[src/rtl/instruction_fetch.sv]
// Fetch stage: owns the program counter and presents it to instruction
// memory. It registers the returned word for decode, and handles branch
// redirect, stall and halt on ECALL.
// Optional feature macro: FETCH_MISALIGN_TRAP_EN. When it is defined, a
// misaligned branch target halts the core. When it is undefined, the low
// two bits of the branch target are cleared.
module instruction_fetch #(
  parameter logic [31:0] RESET_PC  = 32'h0000_0000,
  parameter logic [31:0] NOP_INSTR = 32'h0000_0013
) (
  input  logic        clk,
  input  logic        reset,
  input  logic        stall,
  input  logic        branch_taken,
  input  logic [31:0] branch_target,
  input  logic [31:0] instr,
  output logic [31:0] pc,
  output logic [31:0] if_pc,
  output logic [31:0] if_instr,
  output logic        if_valid,
  output logic        halted,
  output logic        misaligned
);

  localparam logic [1:0]  ST_BOOT     = 2'd0;
  localparam logic [1:0]  ST_RUN      = 2'd1;
  localparam logic [1:0]  ST_HALT     = 2'd2;
  localparam logic [31:0] ECALL_INSTR = 32'h0000_0073;
  localparam logic [31:0] PC_STEP     = 32'd4;
  localparam logic [31:0] ALIGN_MASK  = 32'hFFFF_FFFC;

  logic [1:0]  state, state_nxt;
  logic [31:0] pc_nxt;
  logic [31:0] if_pc_nxt;
  logic [31:0] if_instr_nxt;
  logic        if_valid_nxt;
  logic        halted_nxt;
`ifdef FETCH_MISALIGN_TRAP_EN
  logic        misaligned_q;
  logic        misaligned_nxt;
`endif

  // Next-state and next-register values; every register holds by default.
  always_comb begin
    state_nxt    = state;
    pc_nxt       = pc;
    if_pc_nxt    = if_pc;
    if_instr_nxt = if_instr;
    if_valid_nxt = if_valid;
    halted_nxt   = halted;
`ifdef FETCH_MISALIGN_TRAP_EN
    misaligned_nxt = misaligned_q;
`endif
    case (state)
      ST_BOOT: begin
        state_nxt = ST_RUN;
      end
      ST_RUN: begin
        if (branch_taken) begin
`ifdef FETCH_MISALIGN_TRAP_EN
          if (branch_target[1:0] != 2'b00) begin
            state_nxt      = ST_HALT;
            halted_nxt     = 1'b1;
            misaligned_nxt = 1'b1;
            if_valid_nxt   = 1'b0;
            if_instr_nxt   = NOP_INSTR;
          end else
`endif
          begin
            pc_nxt       = branch_target & ALIGN_MASK;
            if_valid_nxt = 1'b0;
            if_instr_nxt = NOP_INSTR;
          end
        end else if (!stall) begin
          if_pc_nxt    = pc;
          if_instr_nxt = instr;
          if_valid_nxt = 1'b1;
          if (instr == ECALL_INSTR) begin
            state_nxt  = ST_HALT;
            halted_nxt = 1'b1;
          end else begin
            pc_nxt = pc + PC_STEP;
          end
        end
      end
      ST_HALT: begin
        if_valid_nxt = 1'b0;
        if_instr_nxt = NOP_INSTR;
        halted_nxt   = 1'b1;
      end
      default: begin
        state_nxt = ST_BOOT;
      end
    endcase
  end

  // State and fetch registers with synchronous reset.
  always_ff @(posedge clk) begin
    if (reset) begin
      state    <= ST_BOOT;
      pc       <= RESET_PC;
      if_pc    <= 32'h0000_0000;
      if_instr <= NOP_INSTR;
      if_valid <= 1'b0;
      halted   <= 1'b0;
`ifdef FETCH_MISALIGN_TRAP_EN
      misaligned_q <= 1'b0;
`endif
    end else begin
      state    <= state_nxt;
      pc       <= pc_nxt;
      if_pc    <= if_pc_nxt;
      if_instr <= if_instr_nxt;
      if_valid <= if_valid_nxt;
      halted   <= halted_nxt;
`ifdef FETCH_MISALIGN_TRAP_EN
      misaligned_q <= misaligned_nxt;
`endif
    end
  end

`ifdef FETCH_MISALIGN_TRAP_EN
  assign misaligned = misaligned_q;
`else
  assign misaligned = 1'b0;
`endif

endmodule

[config.mk]
export PLATFORM = sky130hd
export DESIGN_NAME = instruction_fetch
export DESIGN_NICKNAME = d
export VERILOG_FILES = /design/src/rtl/instruction_fetch.sv
export SDC_FILE = /design/constraint.sdc
export NUM_CORES = 1
export LEC_CHECK = 0
export CAP_MARGIN = 20
export CORE_ASPECT_RATIO = 1.4
export CORE_MARGIN = 8
export CORE_UTILIZATION = 48
export CTS_CLUSTER_SIZE = 25
export DETAILED_ROUTE_END_ITERATION = 6
export PLACE_DENSITY = 0.95
export SLEW_MARGIN = 20
export SYNTH_ARGS = -nofsm -noshare
export SYNTH_HDL_FRONTEND = slang
export SYNTH_SLANG_ARGS = --single-unit
[constraint.sdc]
create_clock -name clk -period 3 [get_ports clk]
set_clock_uncertainty 0.15 [all_clocks]
set_input_delay 0.45 -clock clk [delete_from_list [all_inputs] [get_ports clk]]
set_output_delay 0.45 -clock clk [all_outputs]
set_load 0.05 [all_outputs]
==> out/results.ini, run 1 <==
[synth]
synth-edff-count = 0
synth.distinct_cells = 54
synth_compound_area_share_pct = 26.5
yosys.area_share.adder_pct = 0.278
yosysWarnings = 0
synth_top_family_by_area = compound AO/OA/AOI/OAI gates
ys_ff_latch = 96
synth_xor_area_share_pct = 0
synth-simple-area-share_pct = 24.1
synth-seq-area-share_pct = 42.7
synth.area.mux_share_pct = 0.222
async_flop_share_pct = 0
syn_area_per_cell_sq_um = 8.13
postSynthCellCount = 554
synthesis.area_sq_mm = 0.00450
synth_top_area_share_pct = 42.7
yosysTopAreaCell = dfxtp_1
synth_ff_type = dfxtp_1
ys_top_cells_by_area = dfxtp_1 (43%), nand2_1 (8.0%), a21oi_1 (6.7%)

[drt]
drt_pass1_iterations = 7
via_per_inst = 6.33
wirelength_um = 15800
drcViolationCount = 0
wl_per_cell_um = 19.7
vias = 5067
ant_nets = 0
drt_iter0_drc = 562

[layout]
diodes = 0
final_area_sq_mm = 0.00641
final_common_cell = clkdlybuf4s50_1
nets = 755
layout_common_cells = clkdlybuf4s50_1 (157), nand2_1 (96), dfxtp_1 (96), a21oi_1 (60), nor2_1 (52)
area_growth_pct = 42.4
drive_above_1_share_pct = 5.79
instances_no_fill = 801

[placed_design]
port_buffers = 159
post-dp-hpwl_um = 11100
placed_cells = 785
gp_congestion = 0.878
placed_cell_area_sq_mm = 0.00609

[worst_setup_path]
r2r_start = pc[2]
cp_data_required_time_ns = 3.03
endpoint_kind = flip-flop
critPathLaunchType = input port
startpoint = instr[1]
arrival_ns = 2.61
crit_type = in -> reg
cp_max_fo = 16

[clocking]
hold_buffers = 0
insertion_delay_ns = 0.35
htreeDepth = 3
cts-resized-gates = 0
clock-sinks = 96
cts_buffers = 9
clkTransAtPathRegs_ns = 0.07
clk_path_buf_depth = 2
cts-root-buf = clkbuf_16
postCtsSetupBuffers = 0
cts_tree = done

[sta]
rsz0062_at_grt = no
tns_ns = 0
worst_pin_slew_ns = 0.970
finalHoldViolCount = 0
period_needed_ns = 2.57
period_share_pct = 85.8
max_slew_margin_pct = 35.3
fmax_mhz = 388
setup_viol_count_final = 0
drv_slew = 0

[floorplan]
rows = 42
fp.dieH_um = 131
dieArea_sq_mm = 0.0128
ios = 167
core_area_sq_mm = 0.00930
start_util_pct = 48.4
dieWidth_um = 97.9

[grt]
grt_max_degree = 94
grt_pass1_wl_um = 25300
antenna_found_initial = 0
overflow = 0
grt_pass1_vias = 5077
track_usage_pct = 24.4

[hold_path]
hp-class = reg -> reg
min-delay-start = if_pc[29]

[power_and_ir_drop]
power_density_mw_per_mm2 = 484
ir_drop_mv = 0.428
finalPower_uw = 3110
p_leak_uw = 0.00213

[flow_run]
cap_violations = 0

[status]
status = finished, final reports clean

## sequential cells by signal (all words and copies together) (netlist names)
name / cells
if_instr: 32
if_pc: 30
pc: 30
state: 2
halted: 1
if_valid: 1
## synthesized netlist by cell type (4+ instances only)
master,instances
nor3_1,5
a211oi_1,11
o311ai_0,8
nor4b_1,5
nand3_1,13
a21oi_1,60
clkbuf_1,33
nand2b_1,6
nor4_1,5
nand4_1,15
buf_4,7
buf_2,6
a211o_1,4
o31a_1,7
and4_1,7
a31oi_1,11
a22oi_1,29
nor2_1,53
dfxtp_1,96
o31ai_1,19
o32ai_1,8
nand2_1,96
## path summary, 6_finish.rpt
| kind | end | slack [ns] | cells past startpoint |
|---|---|---|---|
| setup / recovery | pc[27] | 0.43 | 6 |
| setup reg to reg | pc[16] | 0.62 | 6 |
| hold / removal | if_pc[29] | 0.30 | 2 |
| hold reg to reg | if_pc[29] | 0.30 | 2 |
## layer usage
| metal | vias up | global-route usage (%) | share of wire, % |
|---|---|---|---|
| li1 | 2303 | - | - |
| met1 | 2393 | 25.5 | 36 |
| met2 | 310 | 41.6 | 49 |
| met3 | 61 | 8.27 | 10 |
| met4 | 0 | 15.6 | 5.0 |
| met5 | - | 0 | 0 |
## through the flow
step / worst slack [ns] / utilization (%) / hold WS (ns)
after floorplan: 0.591 / - / 0.338
after global placement: 0.102 / 65.4 / 0.291
after detailed placement: 0.0847 / 65.4 / 0.296
after CTS: 0.444 / 68.9 / 0.305
after global routing: 0.359 / 69.0 / 0.333
final: 0.426 / 69.0 / 0.304
## critical path, cell delays in order
cell and delay (ns):
clkdlybuf4s50_1 0.49, nor4bb_1 0.37, nand4_2 0.21, or4_4 0.69, nand2_4 0.25, o32ai_1 0.13
## cell type report
type                            instances  area [sq um]
Fill cell                             684          2890
Multi-Input combinational cell        404          2330
Sequential cell                        96          1920
Timing Repair Buffer                  171          1680
Clock buffer                            9           225
Tap cell                              110           138
Clock inverter                          7          96.3
Inverter                                4          15.0
## cell families (layout without fill, tap and decap cells)
group,count (synthesis),after routing
buffers and inverters,58,191
other,1,5
AND/OR/NAND/NOR,222,222
multiplexers,1,1
adder cells (fa/ha/maj),1,1
AO/OA/AOI/OAI,175,175
flip-flops,96,96
## power by group
group	internal, uW	switching, uW
clock network	730	513
registers	1310	49.1
logic	194	309
Note: power is estimated with default switching activity, not from simulation.
==> run 2, diff against run 1 <==
--- a/config.mk
+++ b/config.mk
@@ -12,6 +12,7 @@
 export CTS_CLUSTER_SIZE = 25
 export DETAILED_ROUTE_END_ITERATION = 6
 export PLACE_DENSITY = 0.95
+export SKIP_LAST_GASP = 1
 export SLEW_MARGIN = 20
 export SYNTH_ARGS = -nofsm -noshare
 export SYNTH_HDL_FRONTEND = slang
==> results of run 2 <==
Same layout as run 1: the final DEF is identical, and so are final timing and power.
==> run 3, diff against run 2 <==
--- a/config.mk
+++ b/config.mk
@@ -7,7 +7,7 @@
 export LEC_CHECK = 0
 export CAP_MARGIN = 20
 export CORE_ASPECT_RATIO = 1.4
-export CORE_MARGIN = 8
+export CORE_MARGIN = 4
 export CORE_UTILIZATION = 48
 export CTS_CLUSTER_SIZE = 25
 export DETAILED_ROUTE_END_ITERATION = 6
==> out/results.ini, run 3 (synthesis results as in run 1) <==
[layout]
reg_top3 = if_instr (32), if_pc (30), pc (30)  ; unchanged
top_register = if_instr  ; unchanged
instances_no_fill = 797  ; was 801
nets = 754  ; was 755
drive_above_1_share_pct = 5.51  ; was 5.79%
area_growth_pct = 43.0  ; was 42.4%
diodes = 0  ; unchanged
fillCellCount = 653  ; was 684
layout_common_cells = clkdlybuf4s50_1 (157), nand2_1 (96), dfxtp_1 (96), a21oi_1 (60), nor2_1 (52)  ; unchanged
final_common_cell = clkdlybuf4s50_1  ; unchanged
largest_reg_flops = 32  ; unchanged

[sta]
tns_ns = 0  ; unchanged
setup_viol_count_final = 0  ; unchanged
period_needed_ns = 2.61  ; was 2.57 ns
drv_slew = 0  ; unchanged
period_share_pct = 87.2  ; was 85.8%
rsz0062_at_grt = no  ; unchanged
worst_pin_slew_ns = 0.955  ; was 0.970 ns
fmax_mhz = 382  ; was 388 MHz
finalHoldViolCount = 0  ; unchanged
max_slew_margin_pct = 36.4  ; was 35.3%

[worst_setup_path]
arrival_ns = 2.65  ; was 2.61 ns
startpoint = instr[1]  ; unchanged
cp_data_required_time_ns = 3.03  ; about the same
path_cells = clkdlybuf4s50_1 -> nor4bb_1 -> nand4_2 -> or4_4 -> nand2_4 -> o31ai_1  ; was clkdlybuf4s50_1 -> nor4bb_1 -> nand4_2 -> or4_4 -> nand2_4 -> o32ai_1
critPathLaunchType = input port  ; unchanged
r2r-end = pc[16]  ; unchanged
r2r_start = pc[2]  ; unchanged
crit_type = in -> reg  ; unchanged
reg2reg_depth = 6  ; unchanged
cpMaxStageDelayCell = or4_4  ; unchanged
regToRegSetupSlack_ns = 0.59  ; was 0.62 ns
slowest_delay_ns = 0.69  ; about the same
endpoint_kind = flip-flop  ; unchanged
cp_max_fo = 16  ; unchanged

[hold_path]
min_path_cells = 2  ; unchanged
min_to = if_pc[13]  ; was if_pc[29]
hp-class = reg -> reg  ; unchanged
min-delay-start = if_pc[13]  ; was if_pc[29]

[drt]
vias = 4962  ; was 5067
wl_per_cell_um = 19.2  ; was 19.7 um
drcViolationCount = 0  ; unchanged
ant_nets = 0  ; unchanged
via_per_inst = 6.23  ; was 6.33
wirelength_um = 15300  ; was 15800 um
drt_iter0_drc = 500  ; was 562
drt_pass1_iterations = 5  ; was 7

[power_and_ir_drop]
combPwrFrac_pct = 15.6  ; was 16.2%
p_sw_uw = 859  ; was 871 uW
pwr-share-clk_pct = 41.9  ; was 40.0%
ir_drop_mv = 0.506  ; was 0.428 mV
power_density_mw_per_mm2 = 497  ; was 484 mW/mm^2
seqPwrFrac_pct = 42.5  ; was 43.8%
p_leak_uw = 0.00215  ; was 0.00213 uW
sw_frac_of_total_pct = 26.8  ; was 28.0%
finalPower_uw = 3200  ; was 3110 uW
internal_power_uw = 2340  ; was 2240 uW

[grt]
grt_pass1_wl_um = 24500  ; was 25300 um
met2_usage_pct = 47.6  ; was 41.6%
use_met1_pct = 30.3  ; was 25.5%
grt_pass1_vias = 4974  ; was 5077
grt_max_degree = 94  ; unchanged
grt_use_met3_pct = 7.42  ; was 8.27%
antenna_found_initial = 0  ; unchanged
track_usage_pct = 27.3  ; was 24.4%
overflow = 0  ; unchanged
busiest_layer = met2  ; unchanged

[clocking]
cts-root-buf = clkbuf_16  ; unchanged
insertion_delay_ns = 0.35  ; about the same
clkTransAtPathRegs_ns = 0.07  ; about the same
clk_path_buf_depth = 2  ; unchanged
htreeDepth = 3  ; unchanged
hold_buffers = 0  ; unchanged
cts_buffers = 9  ; unchanged
cts_tree = done  ; unchanged
cts-resized-gates = 0  ; unchanged
clock-sinks = 96  ; unchanged
postCtsSetupBuffers = 0  ; unchanged

[placed_design]
gp_congestion = 0.877  ; was 0.878
placed_cells = 781  ; was 785
post-dp-hpwl_um = 10400  ; was 11100 um
port_buffers = 159  ; unchanged

[status]
status = finished, final reports clean  ; unchanged

[floorplan]
rows = 41  ; was 42
core_area_sq_mm = 0.00908  ; was 0.00930 sq mm
ios = 167  ; unchanged
dieArea_sq_mm = 0.0110  ; was 0.0128 sq mm
dieWidth_um = 89.9  ; was 97.9 um
start_util_pct = 49.6  ; was 48.4%
fp.dieH_um = 123  ; was 131 um

[flow_run]
cap_violations = 0  ; unchanged

## run 3: power by group through the flow
stage / sequential, uW / clock (uW) / combinational [uW]
after floorplan: 1490 / 0 / 179
after CTS: 1360 / 1350 / 499
final: 1360 / 1340 / 501
after global placement: 1380 / 0 / 483
after detailed placement: 1390 / 0 / 495
after global routing: 1370 / 1400 / 529
## run 3: worst max path at each step
stage,to,slack (ns),cells past startpoint
after floorplan,pc[22],0.59,7
after global placement,pc[29],0.10,6
after detailed placement,pc[31],0.06,6
after CTS,pc[16],0.43,6
after global routing,pc[22],0.36,6
final,pc[16],0.39,6
## run 3: per-stage QoR
stage	worst slack, ns	hold WS [ns]	cell area [sq um]	util (%)
after CTS	0.432	0.306	6430	70.9
after detailed placement	0.0571	0.296	6090	67.1
final	0.385	0.305	6440	70.9
after floorplan	0.591	0.338	4520	-
after global routing	0.362	0.323	6440	70.9
after global placement	0.103	0.292	6090	67.1
## run 3: cell type report
| class | count | area, sq um | area share [%] |
|---|---|---|---|
| timing repair buffer | 170 | 1690 | 26.2 |
| clock inverter | 5 | 104 | 1.61 |
| multi-input combinational | 404 | 2330 | 36.2 |
| clock buffer | 11 | 243 | 3.77 |
| sequential | 96 | 1920 | 29.8 |
| inverter | 4 | 15.0 | 0.233 |
| tap | 107 | 134 | 2.08 |
## run 3: worst max-delay path, delay by kind of cell
kind / cells / cell delay (ns)
compound gates: 1 / 0.14
simple gates: 4 / 1.57
buf+inv: 1 / 0.48
## run 3: routing by layer
layer  vias up  share of wire (%)
met2       269                 51
met5         -                  0
met1      2332                 37
met3        48                8.1
li1       2313                  -
met4         0                4.0
